File: config.mk
export PLATFORM = sky130hd
export DESIGN_NAME = program_result_monitor
export DESIGN_NICKNAME = d
export VERILOG_FILES = /design/src/rtl/monitor_pkg.sv /design/src/rtl/program_result_monitor_hang_detector.sv /design/src/rtl/program_result_monitor.sv
export SDC_FILE = /design/constraint.sdc
export NUM_CORES = 1
export LEC_CHECK = 0
export ABC_AREA = 0
export CAP_MARGIN = 20
export CORE_MARGIN = 5
export CORE_UTILIZATION = 40
export CTS_CLUSTER_DIAMETER = 150
export DETAILED_ROUTE_END_ITERATION = 8
export PLACE_DENSITY_LB_ADDON = 0.2
export SLEW_MARGIN = 40
export SYNTH_ARGS = -nofsm -noshare
export SYNTH_HDL_FRONTEND = slang
export SYNTH_SLANG_ARGS = --single-unit
File: constraint.sdc
create_clock -name clk -period 1.95 [get_ports clk]
set_clock_uncertainty 0.15 [all_clocks]
set_input_delay 0.39 -clock clk [delete_from_list [all_inputs] [get_ports clk]]
set_output_delay 0.39 -clock clk [all_outputs]
set_load 0.02 [all_outputs]
File: src/rtl/monitor_pkg.sv
`default_nettype none
// ============================================================================
// Package     : monitor_pkg
// Description : Shared types and constants for program_result_monitor.
//               Three-state FSM encoding (RUN / PASS / FAIL) and the
//               fail-cause code reported on fail_code.
// Revision    : 1.0  initial release
// ============================================================================
`ifndef BIT_COUNT
`define BIT_COUNT 32
`endif

package monitor_pkg;

    // FSM state encoding
    typedef logic [1:0] state_t;
    localparam state_t RUN  = 2'd0;
    localparam state_t PASS = 2'd1;
    localparam state_t FAIL = 2'd2;

    // Termination cause
    typedef enum logic [2:0] {
        NONE        = 3'd0,
        WRONG_VALUE = 3'd1,
        TIMEOUT     = 3'd2,
        FETCH_RANGE = 3'd3,
        PC_STUCK    = 3'd4,
        MISALIGNED  = 3'd5
    } fail_code_t;

endpackage

`default_nettype wire

File: src/rtl/program_result_monitor_hang_detector.sv
`default_nettype none
// ============================================================================
// Module      : hang_detector
// Description : Fetch-address sanity checks for program_result_monitor.
//               Flags fetches beyond the program image, misaligned fetches,
//               and a PC that has not moved for STALL_LIMIT cycles.
// Ports       : clk, reset      - clock, synchronous active-high reset
//               run_i           - monitor is in RUN; state advances only then
//               instr_adr_i     - current fetch byte address
//               range_err_o     - fetch address >= PROG_WORDS*4
//               misaligned_o    - fetch address not word aligned
//               stuck_o         - PC unchanged long enough to call it a hang
// Revision    : 1.0  initial release
// ============================================================================
module hang_detector #(
    parameter int PROG_WORDS  = 64,
    parameter int STALL_LIMIT = 16
) (
    input  logic        clk,
    input  logic        reset,
    input  logic        run_i,
    input  logic [31:0] instr_adr_i,
    output logic        range_err_o,
    output logic        misaligned_o,
    output logic        stuck_o
);

    // 33 bits so a large PROG_WORDS cannot wrap the byte limit
    localparam logic [32:0] PROG_BYTES = 33'(PROG_WORDS) * 33'd4;
    localparam logic [31:0] STALL_MAX  = 32'(STALL_LIMIT - 1);

    logic [31:0] prev_pc_q,  prev_pc_d;
    logic [31:0] stall_cnt_q, stall_cnt_d;
    logic        same_pc;

    assign same_pc      = (instr_adr_i == prev_pc_q);
    assign range_err_o  = ({1'b0, instr_adr_i} >= PROG_BYTES);
    assign misaligned_o = (instr_adr_i[1:0] != 2'b00);
    assign stuck_o      = same_pc && (stall_cnt_q == STALL_MAX);

    always_comb begin
        prev_pc_d   = prev_pc_q;
        stall_cnt_d = stall_cnt_q;
        if (run_i) begin
            prev_pc_d   = instr_adr_i;
            stall_cnt_d = same_pc ? stall_cnt_q + 32'd1 : 32'd0;
        end
    end

    always_ff @(posedge clk) begin
        if (reset) begin
            prev_pc_q   <= 32'd0;
            stall_cnt_q <= 32'd0;
        end else begin
            prev_pc_q   <= prev_pc_d;
            stall_cnt_q <= stall_cnt_d;
        end
    end

endmodule

`default_nettype wire

File: src/rtl/program_result_monitor.sv
`default_nettype none
// ============================================================================
// Module      : program_result_monitor
// Description : End-of-program checker. Watches the data-memory write port
//               for the result store and the fetch address for hangs, then
//               latches a sticky done/pass verdict with a cause code.
// Ports       : clk, reset      - clock, synchronous active-high reset
//               mem_en, mem_write_en, mem_adr, mem_write_data - store port
//               instr_adr       - current fetch byte address (PC)
//               done, pass      - sticky verdict (pass valid with done)
//               fail_code       - termination cause (monitor_pkg::fail_code_t)
//               result_value    - data of the terminating result store
//               cycle_count     - RUN cycles, frozen at termination
//               instr_number    - (instr_adr>>2)+1, frozen at termination
// Revision    : 1.0  initial release
// ============================================================================
`ifndef BIT_COUNT
`define BIT_COUNT 32
`endif

module program_result_monitor
    import monitor_pkg::*;
#(
    parameter int                 DATA_W         = `BIT_COUNT,
    parameter logic [31:0]        RESULT_ADDR    = 32'hC,
    parameter logic [DATA_W-1:0]  EXPECTED       = DATA_W'(15),
    parameter int                 PROG_WORDS     = 64,
    parameter int                 TIMEOUT_CYCLES = 10000,
    parameter int                 STALL_LIMIT    = 16
) (
    input  logic              clk,
    input  logic              reset,
    input  logic              mem_en,
    input  logic              mem_write_en,
    input  logic [31:0]       mem_adr,
    input  logic [DATA_W-1:0] mem_write_data,
    input  logic [31:0]       instr_adr,
    output logic              done,
    output logic              pass,
    output logic [2:0]        fail_code,
    output logic [DATA_W-1:0] result_value,
    output logic [31:0]       cycle_count,
    output logic [31:0]       instr_number
);

    localparam logic [31:0] TIMEOUT_LAST = 32'(TIMEOUT_CYCLES - 1);

    state_t            state_q,  state_d;
    logic [2:0]        fail_q,   fail_d;
    logic [DATA_W-1:0] result_q, result_d;
    logic [31:0]       cycle_q,  cycle_d;
    logic [31:0]       instr_q,  instr_d;

    logic run;
    logic result_store;
    logic range_err;
    logic misaligned;
    logic stuck;

    assign run          = (state_q == RUN);
    assign result_store = mem_en && mem_write_en && (mem_adr == RESULT_ADDR);

    hang_detector #(
        .PROG_WORDS  (PROG_WORDS),
        .STALL_LIMIT (STALL_LIMIT)
    ) u_hang_detector (
        .clk          (clk),
        .reset        (reset),
        .run_i        (run),
        .instr_adr_i  (instr_adr),
        .range_err_o  (range_err),
        .misaligned_o (misaligned),
        .stuck_o      (stuck)
    );

    // Events are evaluated in strict priority; a result store beats every
    // hang condition seen in the same cycle.
    always_comb begin
        state_d  = state_q;
        fail_d   = fail_q;
        result_d = result_q;
        cycle_d  = cycle_q;
        instr_d  = instr_q;
        if (run) begin
            cycle_d = (cycle_q == 32'hFFFF_FFFF) ? cycle_q : cycle_q + 32'd1;
            instr_d = (instr_adr >> 2) + 32'd1;
            if (result_store) begin
                result_d = mem_write_data;
                if (mem_write_data == EXPECTED) begin
                    state_d = PASS;
                    fail_d  = NONE;
                end else begin
                    state_d = FAIL;
                    fail_d  = WRONG_VALUE;
                end
            end else if (range_err) begin
                state_d = FAIL;
                fail_d  = FETCH_RANGE;
            end else if (misaligned) begin
                state_d = FAIL;
                fail_d  = MISALIGNED;
            end else if (stuck) begin
                state_d = FAIL;
                fail_d  = PC_STUCK;
            end else if (cycle_q == TIMEOUT_LAST) begin
                state_d = FAIL;
                fail_d  = TIMEOUT;
            end
        end
    end

    always_ff @(posedge clk) begin
        if (reset) begin
            state_q  <= RUN;
            fail_q   <= NONE;
            result_q <= '0;
            cycle_q  <= 32'd0;
            instr_q  <= 32'd0;
        end else begin
            state_q  <= state_d;
            fail_q   <= fail_d;
            result_q <= result_d;
            cycle_q  <= cycle_d;
            instr_q  <= instr_d;
        end
    end

    assign done         = (state_q != RUN);
    assign pass         = (state_q == PASS);
    assign fail_code    = fail_q;
    assign result_value = result_q;
    assign cycle_count  = cycle_q;
    assign instr_number = instr_q;

endmodule

`default_nettype wire

==> results.md, run 1 <==
- Floorplan Core Area: ~0.019 mm²
- Clock tree from TritonCTS: yes
- Synthesized instance count: roughly 950
- Commonest non-fill, non-tap cells in the layout: sky130_fd_sc_hd__buf_4 (165), sky130_fd_sc_hd__nand2_1 (143), sky130_fd_sc_hd__dfxtp_1 (130), sky130_fd_sc_hd__nor2_1 (103), sky130_fd_sc_hd__xor2_1 (93)
- Leakage power total: ~5.5 nW
- Part of the total power dissipated in sequential elements: 0.431
- Post-synthesis average cell area: 8.154 µm²
- Setup Crit Path Kind: reg -> reg
- Max-slew violation count: 0
- Die Y-Extent: 149.0 µm
- Switch share: 0.2499
- Mapped Nets: 1052
- Path depth of the worst reg2reg path: 6
- Worst setup slack after layout: -0.3184 ns
- Post-synth cell types: 50
- Final Instance Area: 0.01264 mm²
- Wire length of the first global-routing pass: 40480 µm
- Signed area change from the synthesized netlist to the final layout: 63.50%
- Final clock period utilization by the worst path: 1.163
- Share of post-route cells with drive strength above 1: 0.2999
- Post-route DRC violation count: 0
- Reg clk slew, reported paths: approximately 0.07 ns
- Area share of the leading cell type in the synthesized netlist: 0.4247
- Post-route ant nets: 0
- Total CTS buffers: 17
- Count of pins on the block boundary: approximately 200
- Maximum ir drop on the vdd rail: roughly 0.65 mV
- Number of vias per cell: ~5
- Post-DP Area: 0.01126 mm²
- Worst slack after detailed placement: -0.8288 ns
- Fin nets: 1408
- Number of flip-flops and latches in the synthesized netlist: about 160
- Chip Width: roughly 150 µm
- Pwr dens: ~650 mW/mm²
- Combinational power share: 0.130
- Run status: complete, but fails checks
- Cell-internal power: a little over 6 mW
- Net switching power figure: 2.046 mW
- Violations in the final reports: setup timing
- Async set or reset register ratio after synthesis: 0
- Hpwl dp: around 17000 µm
- Worst Setup Start Kind: flop
- Initial antenna violation count: 0
- CP endpoint kind: flop
- Total power draw: approximately 8.2 mW
- Number of hold violations in the final report: 0
- Sequential fraction of the synthesis area: 0.4247
- Area of the mapped netlist: 0.007730 mm²
- Clock root cell: sky130_fd_sc_hd__clkbuf_16
- Largest driver fanout on the critical path: 5
- Setup repair after global routing missed its margin: true
- Final setup fails: 36
- Final estimated routing congestion in global placement: 0.8612
- CTS HTree Levels: 4
- Overall global routing resource usage: 0.2233
- Data required time at the worst endpoint: about 2.1 ns
- Standard-cell rows: 50
- Cell types with the largest area share after synthesis: sky130_fd_sc_hd__dfxtp_1 (42%), sky130_fd_sc_hd__xor2_1 (11%), sky130_fd_sc_hd__nand2_1 (8.4%), sky130_fd_sc_hd__nor2_1 (5.1%), sky130_fd_sc_hd__a21oi_1 (4.5%)
- Most common cell after layout, fill and taps aside: sky130_fd_sc_hd__buf_4
- DIE AREA: between 0.02 and 0.025 mm²
- Arrival time reported for the critical path endpoint: about 2.5 ns
- Clock latency reported for the late side of the worst-skew pair: between 0.4 and 0.5 ns
- Gr ovfl total: 0
- Violation count after the first detailed-route iteration: approximately 380
- Post-synth EDFFs: 0
- Time the worst path needs with I/O delays and setup: 2.268 ns
- Total of fill cells in the finished design: 1581
- Max clock buf depth: 2
- Setup slack on the worst flop-to-flop path: -0.32 ns
- Ys Warns: 0
- Largest net degree at the start of global routing: 56
- Sum of negative setup slack: -2.665 ns
- Antenna diode count: 0
- Kind of path behind the tightest hold check: in -> reg
- Vias in the first global route: between 7000 and 8000
- Clock share of power: 0.439
- Worst Hold Margin: ~0.12 ns
- Port bufs: approximately 200
- Clock Sink Count: between 150 and 200
- Max-cap violations: 0
- Hold path cells: 3
- Most common flop cell mapped by yosys: sky130_fd_sc_hd__dfxtp_1
- Starting Density: 0.4091
- Number of search-and-repair iterations in the first detailed-routing pass: 5
- Drt wl/cell: around 16 µm
- Register cell area after layout: 0.003328 mm²
- Routed wire length: about 26000 µm
- Hold bufs inserted after CTS: 0
- Vias post-DR: around 8000
- Peak clock frequency supported by timing: between 400 and 500 MHz
- Area of the multi-input gates: 0.004707 mm²
- Top cell type by total area after synthesis: sky130_fd_sc_hd__dfxtp_1
-- path summary, 6_finish.rpt --
check	startpoint	endpoint
hold reg to reg	result_value[29]	result_value[29]
setup reg to reg	u_hang_detector.stall_cnt_q[21]	fail_code[2]
setup / recovery	u_hang_detector.stall_cnt_q[21]	fail_code[2]
hold / removal	instr_adr[4]	u_hang_detector.prev_pc_q[4]
-- through the flow --
step / utilization / cells
2_1_floorplan: - / 948
3_3_place_gp: 0.5962 / 1521
3_5_place_dp: 0.5962 / 1521
4_1_cts: 0.6506 / 1569
5_1_grt: 0.6689 / 1577
6_report: 0.6689 / 1577
-- cell families (layout without fill, tap and decap cells) --
kind of cell / after synthesis / in the layout / share of synthesized area
other: 1 / 1 / 0.0004851
buffers and inverters: 66 / 435 / 0.03691
DFF: 164 / 164 / 0.4247
and+or+nand+nor: 481 / 481 / 0.3061
adders and majority gates: 4 / 4 / 0.006475
AOI/OAI and AO/OA: 112 / 112 / 0.08935
xor gates and xnor gates: 120 / 120 / 0.1360
-- cell usage after synthesis, drive strengths merged, types with 13 or more instances --
cell / number
nand2: 173
dfxtp: 164
nor2: 107
xor2: 93
a21oi: 70
clkbuf: 50
nor4: 50
nand3: 41
nand4: 37
a211oi: 27
xnor2: 27
and3: 19
and4: 13
nor3: 13
-- sequential cells by signal (all words and copies together) (netlist names) --
name and count:
cycle_count 32, result_value 32, u_hang_detector.prev_pc_q 32, u_hang_detector.stall_cnt_q 32, instr_number 31, fail_code 3
state_q 2
-- metal layers --
| metal | share of wire | vias up | track usage |
|---|---|---|---|
| li1 | - | 4007 | - |
| met1 | 0.43 | 3769 | 0.2889 |
| met2 | 0.49 | 242 | 0.3682 |
| met3 | 0.066 | 42 | 0.05439 |
| met4 | 0.020 | 0 | 0.07048 |
| met5 | 0 | - | 0 |
-- worst max-delay path, stage by stage (launching register included) --
cell	delay, ns
sky130_fd_sc_hd__dfxtp_2	0.35
sky130_fd_sc_hd__nor4_4	0.33
sky130_fd_sc_hd__nand4_1	0.12
sky130_fd_sc_hd__or4_1	0.48
sky130_fd_sc_hd__or3_4	0.41
sky130_fd_sc_hd__and2_4	0.16
sky130_fd_sc_hd__o31ai_1	0.18
-- cell type report --
cell class,instances,share of cell area
Tap cell,260,0.02574
Timing Repair Buffer,395,0.2863
Clock inverter,14,0.01564
Sequential cell,164,0.2633
Multi-Input combinational cell,718,0.3724
Inverter,8,0.002574
Clock buffer,18,0.03396
-- timing repair --
action,in CTS,in global routing
pin swaps,60,54
setup buffers,13,7
setup endpoints to repair,146,128
hold endpoints to repair,0,0
gates resized for setup,219,121
cloned,7,1
-- power groups by stage --
| stage | combinational [mW] | clock (mW) | sequential [mW] |
|---|---|---|---|
| 2_1_floorplan | 0.379 | 0 | 3.67 |
| 3_3_place_gp | 1.04 | 0 | 3.60 |
| 3_5_place_dp | 1.04 | 0 | 3.60 |
| 4_1_cts | 1.04 | 3.64 | 3.53 |
| 5_1_grt | 1.15 | 3.79 | 3.54 |
| 6_report | 1.07 | 3.59 | 3.53 |
(Power assumes the default switching activity.)
==> run 2, diff against run 1 <==
--- a/config.mk
+++ b/config.mk
@@ -9,5 +9,5 @@
 export CAP_MARGIN = 20
 export CORE_MARGIN = 5
-export CORE_UTILIZATION = 40
+export CORE_UTILIZATION = 44
 export CTS_CLUSTER_DIAMETER = 150
 export DETAILED_ROUTE_END_ITERATION = 8
--- a/constraint.sdc
+++ b/constraint.sdc
@@ -3,3 +3,3 @@
 set_input_delay 0.39 -clock clk [delete_from_list [all_inputs] [get_ports clk]]
 set_output_delay 0.39 -clock clk [all_outputs]
-set_load 0.02 [all_outputs]
+set_load 0.05 [all_outputs]
==> results.md, run 2 (synthesized netlist as in run 1, its figures left out) <==
- Time the worst path needs with I/O delays and setup: between 2 and 2.5 ns
- Share of post-route cells with drive strength above 1: 0.4417
- Hpwl dp: between 15000 and 20000 µm
- Vias post-DR: ~8200
- Die Y-Extent: 142.5 µm
- Peak clock frequency supported by timing: 416.4 MHz
- Worst setup slack after layout: -0.4518 ns
- Max-cap violations: 0
- Gr ovfl total: 0
- Area of the multi-input gates: between 0.005 and 0.006 mm²
- Final estimated routing congestion in global placement: about 0.9
- Max-slew violation count: 0
- Cell type of the slowest stage on the worst timing path: sky130_fd_sc_hd__or4_4
- Fin nets: about 1400
- Final setup fails: 40
- Number of search-and-repair iterations in the first detailed-routing pass: 5
- Max clock buf depth: 2
- Post-DP Area: about 0.011 mm²
- Post-route ant nets: 0
- List of cells traversed by the critical path: nor4_4 -> nand2_1 -> or4_4 -> or3_4 -> buf_4 -> nand4b_1 -> o31ai_4
- Max incr delay on CP: around 0.54 ns
- Drt wl/cell: roughly 17 µm
- Standard-cell rows: between 40 and 50
- DIE AREA: ~0.020 mm²
- Total power draw: ~8 mW
- Worst Hold Margin: between 0.1 and 0.15 ns
- Floorplan Core Area: between 0.015 and 0.02 mm²
- Number of vias per cell: around 5.3
- Initial antenna violation count: 1
- Total CTS buffers: 17
- Total of fill cells in the finished design: 1233
- Overall global routing resource usage: 0.2371
- Number of hold violations in the final report: 0
- Chip Width: between 100 and 150 µm
- Final clock period utilization by the worst path: 1.232
- Setup Crit Path Kind: reg -> reg
- Vias in the first global route: 7953
- Clock latency reported for the late side of the worst-skew pair: ~0.43 ns
- Kind of path behind the tightest hold check: in -> reg
- Utilization of the core after routing: 0.7496
- Clock tree from TritonCTS: yes
- Commonest non-fill, non-tap cells in the layout: sky130_fd_sc_hd__buf_4 (267), sky130_fd_sc_hd__nand2_1 (135), sky130_fd_sc_hd__dfxtp_1 (118), sky130_fd_sc_hd__xor2_1 (86), sky130_fd_sc_hd__nor2_1 (73)
- Routed wire length: around 27000 µm
- Most common cell after layout, fill and taps aside: sky130_fd_sc_hd__buf_4
- Pwr dens: between 600 and 700 mW/mm²
- Port bufs: between 150 and 200
- Leakage power total: ~5.2 nW
- Setup slack on the worst flop-to-flop path: -0.45 ns
- Hold bufs inserted after CTS: 0
- Worst Setup Start Kind: flop
- Clock root cell: sky130_fd_sc_hd__clkbuf_16
- Reg clk slew, reported paths: about 0.07 ns
- Slew @ Worst Pin: around 0.52 ns
- Data required time at the worst endpoint: around 2.1 ns
- CTS HTree Levels: 4
- Starting Density: 0.4469
- Antenna diode count: 0
- Violation count after the first detailed-route iteration: ~450
- Count of pins on the block boundary: ~200
- Arrival time reported for the critical path endpoint: 2.56 ns
- Setup repair after global routing missed its margin: true
- Wire length of the first global-routing pass: about 39000 µm
- CP endpoint kind: flop
- Final Instance Area: 0.01297 mm²
- Post-route DRC violation count: 0
- Register cell area after layout: roughly 0.0034 mm²
- Largest net degree at the start of global routing: slightly below 50
- Largest driver fanout on the critical path: 4
- Signed area change from the synthesized netlist to the final layout: 67.74%
- Violations in the final reports: setup timing
- Clock Sink Count: 164
- Run status: complete, but fails checks
- Maximum ir drop on the vdd rail: roughly 0.53 mV
- Worst slew margin relative to its limit: 0.6549
## run 2: changes by cell type in the layout (fill, tap and decap cells not counted), moves of 18 or more
cell                              change
sky130_fd_sc_hd__nor2_4              +25
sky130_fd_sc_hd__nor2_1              -30
sky130_fd_sc_hd__clkdlybuf4s50_1     -23
sky130_fd_sc_hd__dlygate4sd2_1       -58
sky130_fd_sc_hd__dfxtp_4             +18
sky130_fd_sc_hd__buf_4              +102
## run 2: cell type report
class | count | area share
well taps | 225 | 0.02171
multi-input cells | 718 | 0.4038
repair buffers | 398 | 0.2669
inverters | 8 | 0.002798
clock inverters | 12 | 0.007430
clock buffers | 20 | 0.03599
flip-flops and latches | 164 | 0.2613
## run 2: routing by layer
metal | track usage | part of all wire | vias to the layer above
li1 | - | - | 4011
met1 | 0.2875 | 0.41 | 3910
met2 | 0.4013 | 0.50 | 262
met3 | 0.07157 | 0.069 | 56
met4 | 0.07954 | 0.028 | 2
met5 | 0 | 0.00049 | -
## run 2: final timing paths
kind / from / to / cells past startpoint
worst min-delay path: instr_adr[4] / u_hang_detector.prev_pc_q[4] / 3
worst max-delay path: u_hang_detector.stall_cnt_q[20] / fail_code[2] / 7
worst min register to register: result_value[29] / result_value[29] / 2
worst max register to register: u_hang_detector.stall_cnt_q[20] / fail_code[2] / 7
## run 2: worst max-delay path: cells and delay by family, from the launching register on
family	cells	cell delay [ns]
AND/OR/NAND/NOR	5	1.55
flip-flops	1	0.34
buffers and inverters	1	0.15
AO/OA/AOI/OAI	1	0.09
## run 2: power breakdown
part	switching (mW)	internal, mW	leakage [nW]
sequential	0.0696	3.44	1.37
clock	1.47	1.75	0.266
combinational	0.746	0.550	3.61
## run 2: stage by stage
stage | worst slack [ns] | instances | TNS (ns)
after floorplan | -0.1780 | 948 | -0.9307
after global placement | -0.9478 | 1484 | -63.09
final | -0.4518 | 1545 | -6.756
after CTS | -0.3456 | 1531 | -8.058
after global routing | -0.4845 | 1545 | -10.05
after detailed placement | -1.021 | 1484 | -67.70
## run 2: what timing repair did
action | 4_1_cts | 5_1_grt
gates cloned | 3 | 4
resized for setup | 155 | 225
pin swaps | 44 | 106
endpoints found under the setup margin | 106 | 109
buffers inserted | 12 | 13
